**src/rtl/simd_pkg.sv**
```systemverilog
// Shared SIMD definitions: matrix size codes, the dim / element-count lookup,
// FSM state encoding and the data-memory address width.
package simd_pkg;

  localparam int ADDR_W = 17;  // data-memory address width
  localparam int DATA_W = 8;   // matrix element width
  localparam int IDX_W  = 8;   // element index, up to 16*16-1
  localparam int RC_W   = 4;   // row / column index width

  typedef enum logic [1:0] {
    DIM_2X2   = 2'd0,
    DIM_4X4   = 2'd1,
    DIM_8X8   = 2'd2,
    DIM_16X16 = 2'd3
  } dimen_e;

  typedef enum logic [1:0] {
    ST_IDLE,
    ST_READ,
    ST_DRAIN,
    ST_DONE
  } fetch_state_e;

  // Side length of the square matrix for a size code.
  function automatic logic [4:0] dim_of(dimen_e code);
    logic [4:0] dim;
    unique case (code)
      DIM_2X2:   dim = 5'd2;
      DIM_4X4:   dim = 5'd4;
      DIM_8X8:   dim = 5'd8;
      DIM_16X16: dim = 5'd16;
      default:   dim = 5'd2;
    endcase
    return dim;
  endfunction

  // Element count N = dim*dim (4..256).
  function automatic logic [8:0] n_of(dimen_e code);
    return 9'(dim_of(code)) * 9'(dim_of(code));
  endfunction

endpackage

```
**src/rtl/data_fetch_load_if.sv**
```systemverilog
// Bundle of the fetch unit's control, data-memory and PE-buffer signals.
//   master : the fetch unit (drives memory read and PE write strobes)
//   slave  : control unit / memory / PE side (drives request and read data)
interface data_fetch_load_if;
  import simd_pkg::*;

  logic              ADDR_START;  // load request, held until FETCH_DONE
  logic              ADDR_RST;    // abort / clear pulse
  logic [ADDR_W-1:0] ADDRESS;     // matrix base address
  logic [1:0]        DIMEN;       // size code
  logic              MEM_RDEN;    // memory read enable
  logic [ADDR_W-1:0] MEM_ADDR;    // memory read address
  logic [DATA_W-1:0] MEM_RDATA;   // read data, one cycle after MEM_RDEN
  logic              PE_WREN;     // PE element write strobe
  logic [DATA_W-1:0] PE_DATA;     // element value
  logic [RC_W-1:0]   PE_ROW;      // element row
  logic [RC_W-1:0]   PE_COL;      // element column
  logic              FETCH_DONE;  // single-cycle completion pulse

  modport master (
    input  ADDR_START, ADDR_RST, ADDRESS, DIMEN, MEM_RDATA,
    output MEM_RDEN, MEM_ADDR, PE_WREN, PE_DATA, PE_ROW, PE_COL, FETCH_DONE
  );

  modport slave (
    output ADDR_START, ADDR_RST, ADDRESS, DIMEN, MEM_RDATA,
    input  MEM_RDEN, MEM_ADDR, PE_WREN, PE_DATA, PE_ROW, PE_COL, FETCH_DONE
  );
endinterface

```
**src/rtl/fetch_index_gen.sv**
```systemverilog
// Combinational address and matrix-coordinate generator for one element.
//   base_i : latched matrix base address
//   idx_i  : linear element index (row-major)
//   dim_i  : latched size code
//   addr_o : (base + index) mod 2^17
//   row_o  : index / dim
//   col_o  : index mod dim
module fetch_index_gen
  import simd_pkg::*;
(
  input  logic [ADDR_W-1:0] base_i,
  input  logic [IDX_W-1:0]  idx_i,
  input  dimen_e            dim_i,
  output logic [ADDR_W-1:0] addr_o,
  output logic [RC_W-1:0]   row_o,
  output logic [RC_W-1:0]   col_o
);

  // The adder is exactly ADDR_W wide, so the carry-out drops and the
  // address wraps modulo 2^17.
  assign addr_o = base_i + ADDR_W'(idx_i);

  // dim is a power of two: row/col are a plain split of the index bits.
  always_comb begin
    // NOTE: every output gets a default before the case so no path leaves it
    // unassigned, which would otherwise infer a latch.
    row_o = '0;
    col_o = '0;
    unique case (dim_i)
      DIM_2X2:   begin row_o = {3'b0, idx_i[1]};   col_o = {3'b0, idx_i[0]};   end
      DIM_4X4:   begin row_o = {2'b0, idx_i[3:2]}; col_o = {2'b0, idx_i[1:0]}; end
      DIM_8X8:   begin row_o = {1'b0, idx_i[5:3]}; col_o = {1'b0, idx_i[2:0]}; end
      DIM_16X16: begin row_o = idx_i[7:4];         col_o = idx_i[3:0];         end
      default:   begin row_o = '0;                 col_o = '0;                 end
    endcase
  end

endmodule

```
**src/rtl/data_fetch_load.sv**
```systemverilog
// Matrix fetch unit: on a load request, reads N = dim*dim bytes from data
// memory starting at a latched base address and writes them, one per cycle,
// into the PE matrix buffers with row/column coordinates.
//   CLK, RSTN : clock (rising edge), synchronous active-low reset
//   bus       : data_fetch_load_if.master (request, memory read, PE write)
module data_fetch_load
  import simd_pkg::*;
(
  input logic               CLK,
  input logic               RSTN,
  data_fetch_load_if.master bus
);

  fetch_state_e      state_q, state_d;
  logic [IDX_W-1:0]  idx_q, idx_d;
  logic [IDX_W-1:0]  last_q, last_d;        // N-1 of the latched size
  logic [ADDR_W-1:0] base_q, base_d;
  dimen_e            dim_q, dim_d;

  logic [ADDR_W-1:0] addr_hold_q;           // last issued read address
  logic [DATA_W-1:0] data_hold_q;           // last written element value
  logic [RC_W-1:0]   row_q, col_q;          // coordinates of the in-flight read
  logic              wren_q;
  logic              done_q;

  logic [ADDR_W-1:0] gen_addr;
  logic [RC_W-1:0]   gen_row, gen_col;
  logic              rden;
  logic              abort;

  assign abort = bus.ADDR_RST;
  assign rden  = (state_q == ST_READ);

  fetch_index_gen u_index_gen (
    .base_i (base_q),
    .idx_i  (idx_q),
    .dim_i  (dim_q),
    .addr_o (gen_addr),
    .row_o  (gen_row),
    .col_o  (gen_col)
  );

  // Next-state logic. ADDR_RST has priority over everything, including a
  // simultaneous ADDR_START.
  always_comb begin
    state_d = state_q;
    idx_d   = idx_q;
    last_d  = last_q;
    base_d  = base_q;
    dim_d   = dim_q;
    if (abort) begin
      state_d = ST_IDLE;
      idx_d   = '0;
    end else begin
      unique case (state_q)
        ST_IDLE: begin
          if (bus.ADDR_START) begin
            state_d = ST_READ;
            base_d  = bus.ADDRESS;
            dim_d   = dimen_e'(bus.DIMEN);
            last_d  = IDX_W'(n_of(dimen_e'(bus.DIMEN)) - 9'd1);
            idx_d   = '0;
          end
        end
        ST_READ: begin
          idx_d = idx_q + IDX_W'(1);
          if (idx_q == last_q) state_d = ST_DRAIN;
        end
        ST_DRAIN: state_d = ST_DONE;
        // Wait for the control unit to drop its request before re-arming.
        ST_DONE:  if (!bus.ADDR_START) state_d = ST_IDLE;
        default:  state_d = ST_IDLE;
      endcase
    end
  end

  always_ff @(posedge CLK) begin
    // NOTE: reset is sampled on the clock edge only; RSTN is not in the
    // sensitivity list.
    if (!RSTN) begin
      state_q     <= ST_IDLE;
      idx_q       <= '0;
      last_q      <= '0;
      base_q      <= '0;
      dim_q       <= DIM_2X2;
      addr_hold_q <= '0;
      data_hold_q <= '0;
      row_q       <= '0;
      col_q       <= '0;
      wren_q      <= 1'b0;
      done_q      <= 1'b0;
    end else begin
      // NOTE: non-blocking assignments so every register samples the values
      // from before this edge, independent of statement order.
      state_q <= state_d;
      idx_q   <= idx_d;
      last_q  <= last_d;
      base_q  <= base_d;
      dim_q   <= dim_d;
      // A read issued in the abort cycle never produces a PE write.
      wren_q  <= rden && !abort;
      done_q  <= (state_q == ST_DRAIN) && !abort;
      if (rden) addr_hold_q <= gen_addr;
      if (rden && !abort) begin
        row_q <= gen_row;
        col_q <= gen_col;
      end
      if (wren_q) data_hold_q <= bus.MEM_RDATA;
    end
  end

  // Address and data track the live value while strobed and hold otherwise.
  assign bus.MEM_RDEN   = rden;
  assign bus.MEM_ADDR   = rden ? gen_addr : addr_hold_q;
  assign bus.PE_WREN    = wren_q;
  assign bus.PE_DATA    = wren_q ? bus.MEM_RDATA : data_hold_q;
  assign bus.PE_ROW     = row_q;
  assign bus.PE_COL     = col_q;
  assign bus.FETCH_DONE = done_q;

endmodule

```
**src/flat_wrapper.sv**
```systemverilog
// flat-port wrapper written by rule: the top's interface ports become plain ports
module data_fetch_load_flat import simd_pkg::*;
  (CLK, RSTN, bus_ADDR_START, bus_ADDR_RST, bus_ADDRESS, bus_DIMEN, bus_MEM_RDATA, bus_MEM_RDEN, bus_MEM_ADDR, bus_PE_WREN, bus_PE_DATA, bus_PE_ROW, bus_PE_COL, bus_FETCH_DONE);
  data_fetch_load_if bus_i ();
  input logic CLK;
  input logic RSTN;
  input wire logic [$bits(bus_i.ADDR_START)-1:0] bus_ADDR_START;
  input wire logic [$bits(bus_i.ADDR_RST)-1:0] bus_ADDR_RST;
  input wire logic [$bits(bus_i.ADDRESS)-1:0] bus_ADDRESS;
  input wire logic [$bits(bus_i.DIMEN)-1:0] bus_DIMEN;
  input wire logic [$bits(bus_i.MEM_RDATA)-1:0] bus_MEM_RDATA;
  output wire logic [$bits(bus_i.MEM_RDEN)-1:0] bus_MEM_RDEN;
  output wire logic [$bits(bus_i.MEM_ADDR)-1:0] bus_MEM_ADDR;
  output wire logic [$bits(bus_i.PE_WREN)-1:0] bus_PE_WREN;
  output wire logic [$bits(bus_i.PE_DATA)-1:0] bus_PE_DATA;
  output wire logic [$bits(bus_i.PE_ROW)-1:0] bus_PE_ROW;
  output wire logic [$bits(bus_i.PE_COL)-1:0] bus_PE_COL;
  output wire logic [$bits(bus_i.FETCH_DONE)-1:0] bus_FETCH_DONE;
  assign bus_i.ADDR_START = bus_ADDR_START;
  assign bus_i.ADDR_RST = bus_ADDR_RST;
  assign bus_i.ADDRESS = bus_ADDRESS;
  assign bus_i.DIMEN = bus_DIMEN;
  assign bus_i.MEM_RDATA = bus_MEM_RDATA;
  assign bus_MEM_RDEN = bus_i.MEM_RDEN;
  assign bus_MEM_ADDR = bus_i.MEM_ADDR;
  assign bus_PE_WREN = bus_i.PE_WREN;
  assign bus_PE_DATA = bus_i.PE_DATA;
  assign bus_PE_ROW = bus_i.PE_ROW;
  assign bus_PE_COL = bus_i.PE_COL;
  assign bus_FETCH_DONE = bus_i.FETCH_DONE;
  data_fetch_load u_core (.CLK(CLK), .RSTN(RSTN), .bus(bus_i));
endmodule
```
**config.mk**
```make
export PLATFORM = sky130hd
export DESIGN_NAME = data_fetch_load_flat
export DESIGN_NICKNAME = d
export VERILOG_FILES = /design/src/rtl/simd_pkg.sv /design/src/rtl/data_fetch_load_if.sv /design/src/rtl/fetch_index_gen.sv /design/src/rtl/data_fetch_load.sv /design/src/flat_wrapper.sv
export SDC_FILE = /design/constraint.sdc
export NUM_CORES = 1
export LEC_CHECK = 0
export CORE_ASPECT_RATIO = 0.75
export CORE_MARGIN = 2
export CORE_UTILIZATION = 50
export DETAILED_ROUTE_END_ITERATION = 8
export PLACE_DENSITY = 0.78
export SYNTH_ARGS = -nofsm -noshare
export SYNTH_HDL_FRONTEND = slang
export SYNTH_SLANG_ARGS = --single-unit
export TNS_END_PERCENT = 30
```
**constraint.sdc**
```tcl
create_clock -name CLK -period 7.6 [get_ports CLK]
set_clock_uncertainty 0.05 [all_clocks]
set_input_delay 1.9 -clock CLK [delete_from_list [all_inputs] [get_ports CLK]]
set_output_delay 1.9 -clock CLK [all_outputs]
set_load 0.02 [all_outputs]
```
# Yosys cells after proc, flatten, opt, wreduce, memory -nomap -nowiden
# Index checks and enable logic that the tools add are counted.
totals:
  ff_bits: 72
  input_bits: 31
  output_inout_bits: 36
  wordCells: 55
classes:
  add_sub_neg: 3
  multipliers: 1
  eq_ne: 13
  n_mux: 14
  n_bitwise: 2
  n_reduce_logical: 11
op_table:
  columns: ["op", "count"]
  rows:
  - ["case mux 4 bit (4 select lines)", 2]
  - ["case mux 5 bit (4 select lines)", 1]
  - ["adder 17 x 8 -> 17 bit", 1]
  - ["two-way mux 17 bit", 1]
  - ["two-way mux 8 bit", 2]
  - ["case mux 8 bit (2 select lines)", 1]
  - ["two-way mux 5 bit", 3]
  - ["equality test 2 bit (second input constant)", 6]
  - ["adder 8 x 1 -> 8 bit (second input constant)", 1]
  - ["equality test 8 bit", 1]
  - ["multiplier 5 x 5 -> 8 bit", 1]
  - ["case mux 2 bit (4 select lines)", 1]
  - ["subtractor 8 x 1 -> 8 bit (second input constant)", 1]
  - ["equality test 2 x 1 -> 1 bit (second input constant)", 3]
  - ["zero test 2 bit", 3]
  - ["two-way mux 2 bit", 3]
  - ["!= test 2 bit (second input constant)", 3]
  - ["AND reduction 3 bit", 2]
  - ["logical AND 1 bit", 2]
  - ["NOT 1 bit", 2]
  - ["AND reduction 2 bit", 1]
  - ["nonzero test 2 bit", 1]
  - ["OR reduction 2 bit", 1]
  - ["zero test 1 bit", 1]

# Logic depth before layout (Yosys ltp)
logic_depth:
  word_depth: 7
  ltp_mapped: 8
  ltp_nobuf: 7

# Cells and area by module
# From an unflattened synthesis, not the netlist that was laid out.
hier_totals:
  cells_unflattened: 366
  hier_area_um2: 3408.3
by_module_without_submodules:
  columns: ["mod", "instances", "cells_per_inst", "area_per_inst_um2", "seq_area_each_um2"]
  rows:
  - ["data_fetch_load", 1, 284, 2790.2, 1361.3]
  - ["fetch_index_gen", 1, 82, 618.1, 0.0]

# Least setup slack after synthesis
# No wires, ideal clock.
synth_path:
  path_type: "input to output"
  from: "input bus_MEM_RDATA[0]"
  to: "output bus_PE_DATA[0]"
  t_arrival_ns: 2.209
  t_required_ns: 5.650
  setup_slack_ns: 3.441
  path_stages: 1
  path_buffers: 0
  cell_sequence: "mux2_2"
synth_between:
  elab_chain_len: 1
synth_rtl:
  columns: ["item", "line", "text"]
  rows:
  - ["from (decl)", "flat_wrapper.sv:11", "input wire logic [$bits(bus_i.MEM_RDATA)-1:0] bus_MEM_RDATA;"]
  - ["two-way mux 8 bit", "data_fetch_load.sv:116", "assign bus.PE_DATA = wren_q ? bus.MEM_RDATA : data_hold_q;"]
  - ["to (decl)", "flat_wrapper.sv:15", "output wire logic [$bits(bus_i.PE_DATA)-1:0] bus_PE_DATA;"]
# Every way passes these cells.

# Worst setup path after layout
layout_path:
  from: "register u_core.idx_q[0]"
  to: "output bus_MEM_ADDR[14]"
layout_between:
  elab_chain_len: 2
layout_rtl:
  columns: ["item", "line", "text"]
  rows:
  - ["from (decl)", "data_fetch_load.sv:15", "logic [IDX_W-1:0] idx_q, idx_d;"]
  - ["from (signal assigned)", "data_fetch_load.sv:96", "idx_q <= idx_d;"]
  - ["adder 17 x 8 -> 17 bit", "fetch_index_gen.sv:21", "assign addr_o = base_i + ADDR_W'(idx_i);"]
  - ["two-way mux 17 bit", null, null]
  - ["to (decl)", "flat_wrapper.sv:13", "output wire logic [$bits(bus_i.MEM_ADDR)-1:0] bus_MEM_ADDR;"]
# Every way passes these cells.

==> results.yml <==
outcome:
  status: "finished, final reports clean"
synth:
  synthFlopType: "dfxtp_1"
  synth_compound_area_share_pct: 14.9
  ys_ff_latch: 68
  synth_top_family_by_area: "simple AND/OR/NAND/NOR gates"
  synth_xor_area_share_pct: 2.36
  synth_fp_nets: 447
  netlist_instances: 402
  async_reset_ff_share_pct: 0
  synthSimpleGateAreaFrac_pct: 24.4
  yosysMostFrequentCell: "nand2_1"
  synth_commonest_cells: "nand2_1, dfxtp_1, a21oi_1"
  yosys.cell_types.count: 48
  synthMuxAreaShare_pct: 8.06
  synth.avg_cell_area_sq_um: 8.30
  yosys.area_share.adder_pct: 5.47
  seq_area_frac_synth_pct: 40.8
  syn-cell-area_sq_um: 3340
  ys_warn_count: 0
  synth_top_area_share_pct: 40.8
  yosysTopAreaCell: "dfxtp_1"
  synth_edf_count: 0
  ys_top_cells_by_area: "dfxtp_1, nand2_1, a21oi_1"
critical_path:
  critical-path-slowest-cell: "clkdlybuf4s50_1"
  crit_type: "reg -> out"
  start_kind: "flip-flop"
  critPathCaptureType: "output pin"
  slowest_delay_ns: 0.54
  arrival_ns: 3.36
  path_cells: "ha_1, fa_1, a211oi_1, o211ai_1, nand3b_1, mux2i_1, or3_1, clkdlybuf4s50_1"
  worstPathRequired_ns: 5.65
  crit_fanout: 10
  r2r_cells: 7
sta:
  slew_headroom_pct: 32.8
  grt_setup_unrepaired: "false"
  setup_tns_ns: 0
  setup_viol: 0
  fmax_mhz: 188
  period_needed_ns: 5.31
  drv_slew: 0
  tightest_slew_ns: 1.01
  finalHoldViolCount: 0
  fin_crit_sh_pct: 69.9
clock_tree:
  htree_levels: 3
  clock-root-buffer: "clkbuf_8"
  cts_made_buffers: 9
  cts_setup_buffers: 0
  max-clock-path-buffers: 2
  postCtsResizedCells: 0
  tritoncts: "yes"
  ctsHoldBuffers: 0
  clock-sinks: 68
  clk_pin_slew_ns: 0.07
  insertion_delay_ns: 0.34
detailed_routing:
  dr.pass1.iters: 4
  wl_um: 7990
  drc: 0
  wire_per_inst_um: 14.6
  routed_via_density: 5.55
  drt_iter0_drc: 118
  ant_nets: 0
  via_count: 3030
final_layout:
  ff_latch_area_sq_um: 1360
  area_delta_synth_final_pct: 25.8
  stdcell_count: 546
  nets: 506
  diodes: 0
  drive_above_1_share_pct: 7.74
  final_area_sq_um: 4200
  multi_input_comb_area_sq_um: 1840
  fillers: 587
pwr:
  ir_drop_v: 0.000118
  p_per_area_nw_per_um2: 177
  power.total_w: 0.000743
  p_leak_nw: 1.62
place:
  gp_congestion: 0.842
  port-buffer-count: 66
  hpwl_um: 5710
  placed_area_sq_um: 4030
  placed_cells: 531
worst_hold_path:
  hold_path_class: "reg -> reg"
  hold_depth: 2
die:
  coreArea_sq_um: 6380
  num_io_pins: 67
  die_w_um: 98.3
  die_area_sq_um: 7350
  start_util_pct: 52.3
  row_count: 25
  die_height_um: 74.8
grt:
  grt.total_usage_pct: 22.9
  grt_pass1_vias: 2885
  grt_max_degree: 30
  grt-ovfl-total: 0
  grt_pass1_wl_um: 13400
  antenna_found_initial: 0
job:
  maxCapViolCount: 0
## final timing paths
kind,start,to,slack [ns]
max,u_core.idx_q[0],bus_MEM_ADDR[14],2.29
min,u_core.bus.PE_COL[2],u_core.bus.PE_COL[2],0.40
max reg2reg,u_core.state_q[1],u_core.bus.PE_COL[3],4.70
min reg2reg,u_core.bus.PE_COL[2],u_core.bus.PE_COL[2],0.40
## state kept, by name, indices dropped and copies added (netlist names)
| signal | cells |
|---|---|
| u_core.bus.PE_COL | 4 |
| u_core.base_q | 17 |
| u_core.data_hold_q | 8 |
| u_core.last_q | 4 |
| u_core.idx_q | 8 |
| u_core.state_q | 2 |
| u_core.bus.PE_WREN | 1 |
| u_core.dim_q | 2 |
| u_core.bus.FETCH_DONE | 1 |
| u_core.addr_hold_q | 17 |
| u_core.bus.PE_ROW | 4 |
## kinds of logic (layout without fill, tap and decap cells)
group | count (synthesis) | count (layout)
mux | 23 | 23
buf+inv | 30 | 93
flops | 68 | 68
compound gates | 86 | 86
xor+xnor | 9 | 9
simple gates | 172 | 172
fa+ha+maj | 14 | 14
## final cells by class
class / instances / area share, %
inverters: 8 / 0.716
flip-flops and latches: 68 / 32.4
repair buffers: 70 / 16.5
clock buffers: 13 / 3.79
well taps: 81 / 2.42
multi-input cells: 304 / 43.9
clock inverters: 2 / 0.239
## cells in the final DEF (no fill, tap or decap), drive strengths merged, types with 2 or more instances in the layout
cell type | synthesis | final
a21oi | 47 | 47
nand3b | 2 | 2
and3 | 3 | 3
clkinv | 1 | 3
nor2b | 2 | 2
mux2i | 4 | 4
ha | 13 | 13
inv | 7 | 7
nand2 | 71 | 71
xor2 | 5 | 5
buf | 9 | 4
mux2 | 18 | 18
dfxtp | 68 | 68
and2 | 18 | 18
a22oi | 6 | 6
a211oi | 4 | 4
a21o | 2 | 2
nand2b | 5 | 5
or3 | 8 | 8
clkdlybuf4s50 | 0 | 66
nor4 | 2 | 2
nor3 | 6 | 6
nor2 | 28 | 28
xnor2 | 4 | 4
o21ai | 13 | 13
nand3 | 13 | 13
or2 | 3 | 3
nand4 | 7 | 7
o211ai | 5 | 5
a31oi | 3 | 3
clkbuf | 13 | 13
## worst max-delay path, delay by kind of cell, from the launching register on
family	cells	cell delay, ns
buffers and inverters	1	0.54
adder cells (fa/ha/maj)	2	0.73
AND/OR/NAND/NOR	2	0.64
flip-flops	1	0.41
AO/OA/AOI/OAI	2	0.55
multiplexers	1	0.13
## report_power, final
group	internal (W)	switching, W	total (W)
Combinational	0.0000496	0.0000547	0.000104
Clock	0.000134	0.000127	0.000261
Sequential	0.000368	0.00000939	0.000377
## metal layers
metal	up-vias	global-route usage, %	share of wire (%)
met2	91	37.6	47
met5	-	0	0
met3	6	6.50	6.2
li1	1520	-	-
met4	0	8.68	0.69
met1	1413	29.3	47
## metrics by stage
step                util, %  hold WS [ns]  setup slack, ns
floorplan                 -         0.390             3.44
finish                 65.8         0.404             2.29
global route           65.8         0.426             1.99
detailed placement     63.1         0.400             2.50
CTS                    65.8         0.409             2.30
global placement       63.1         0.388             2.53
(Power assumes the default switching activity.)
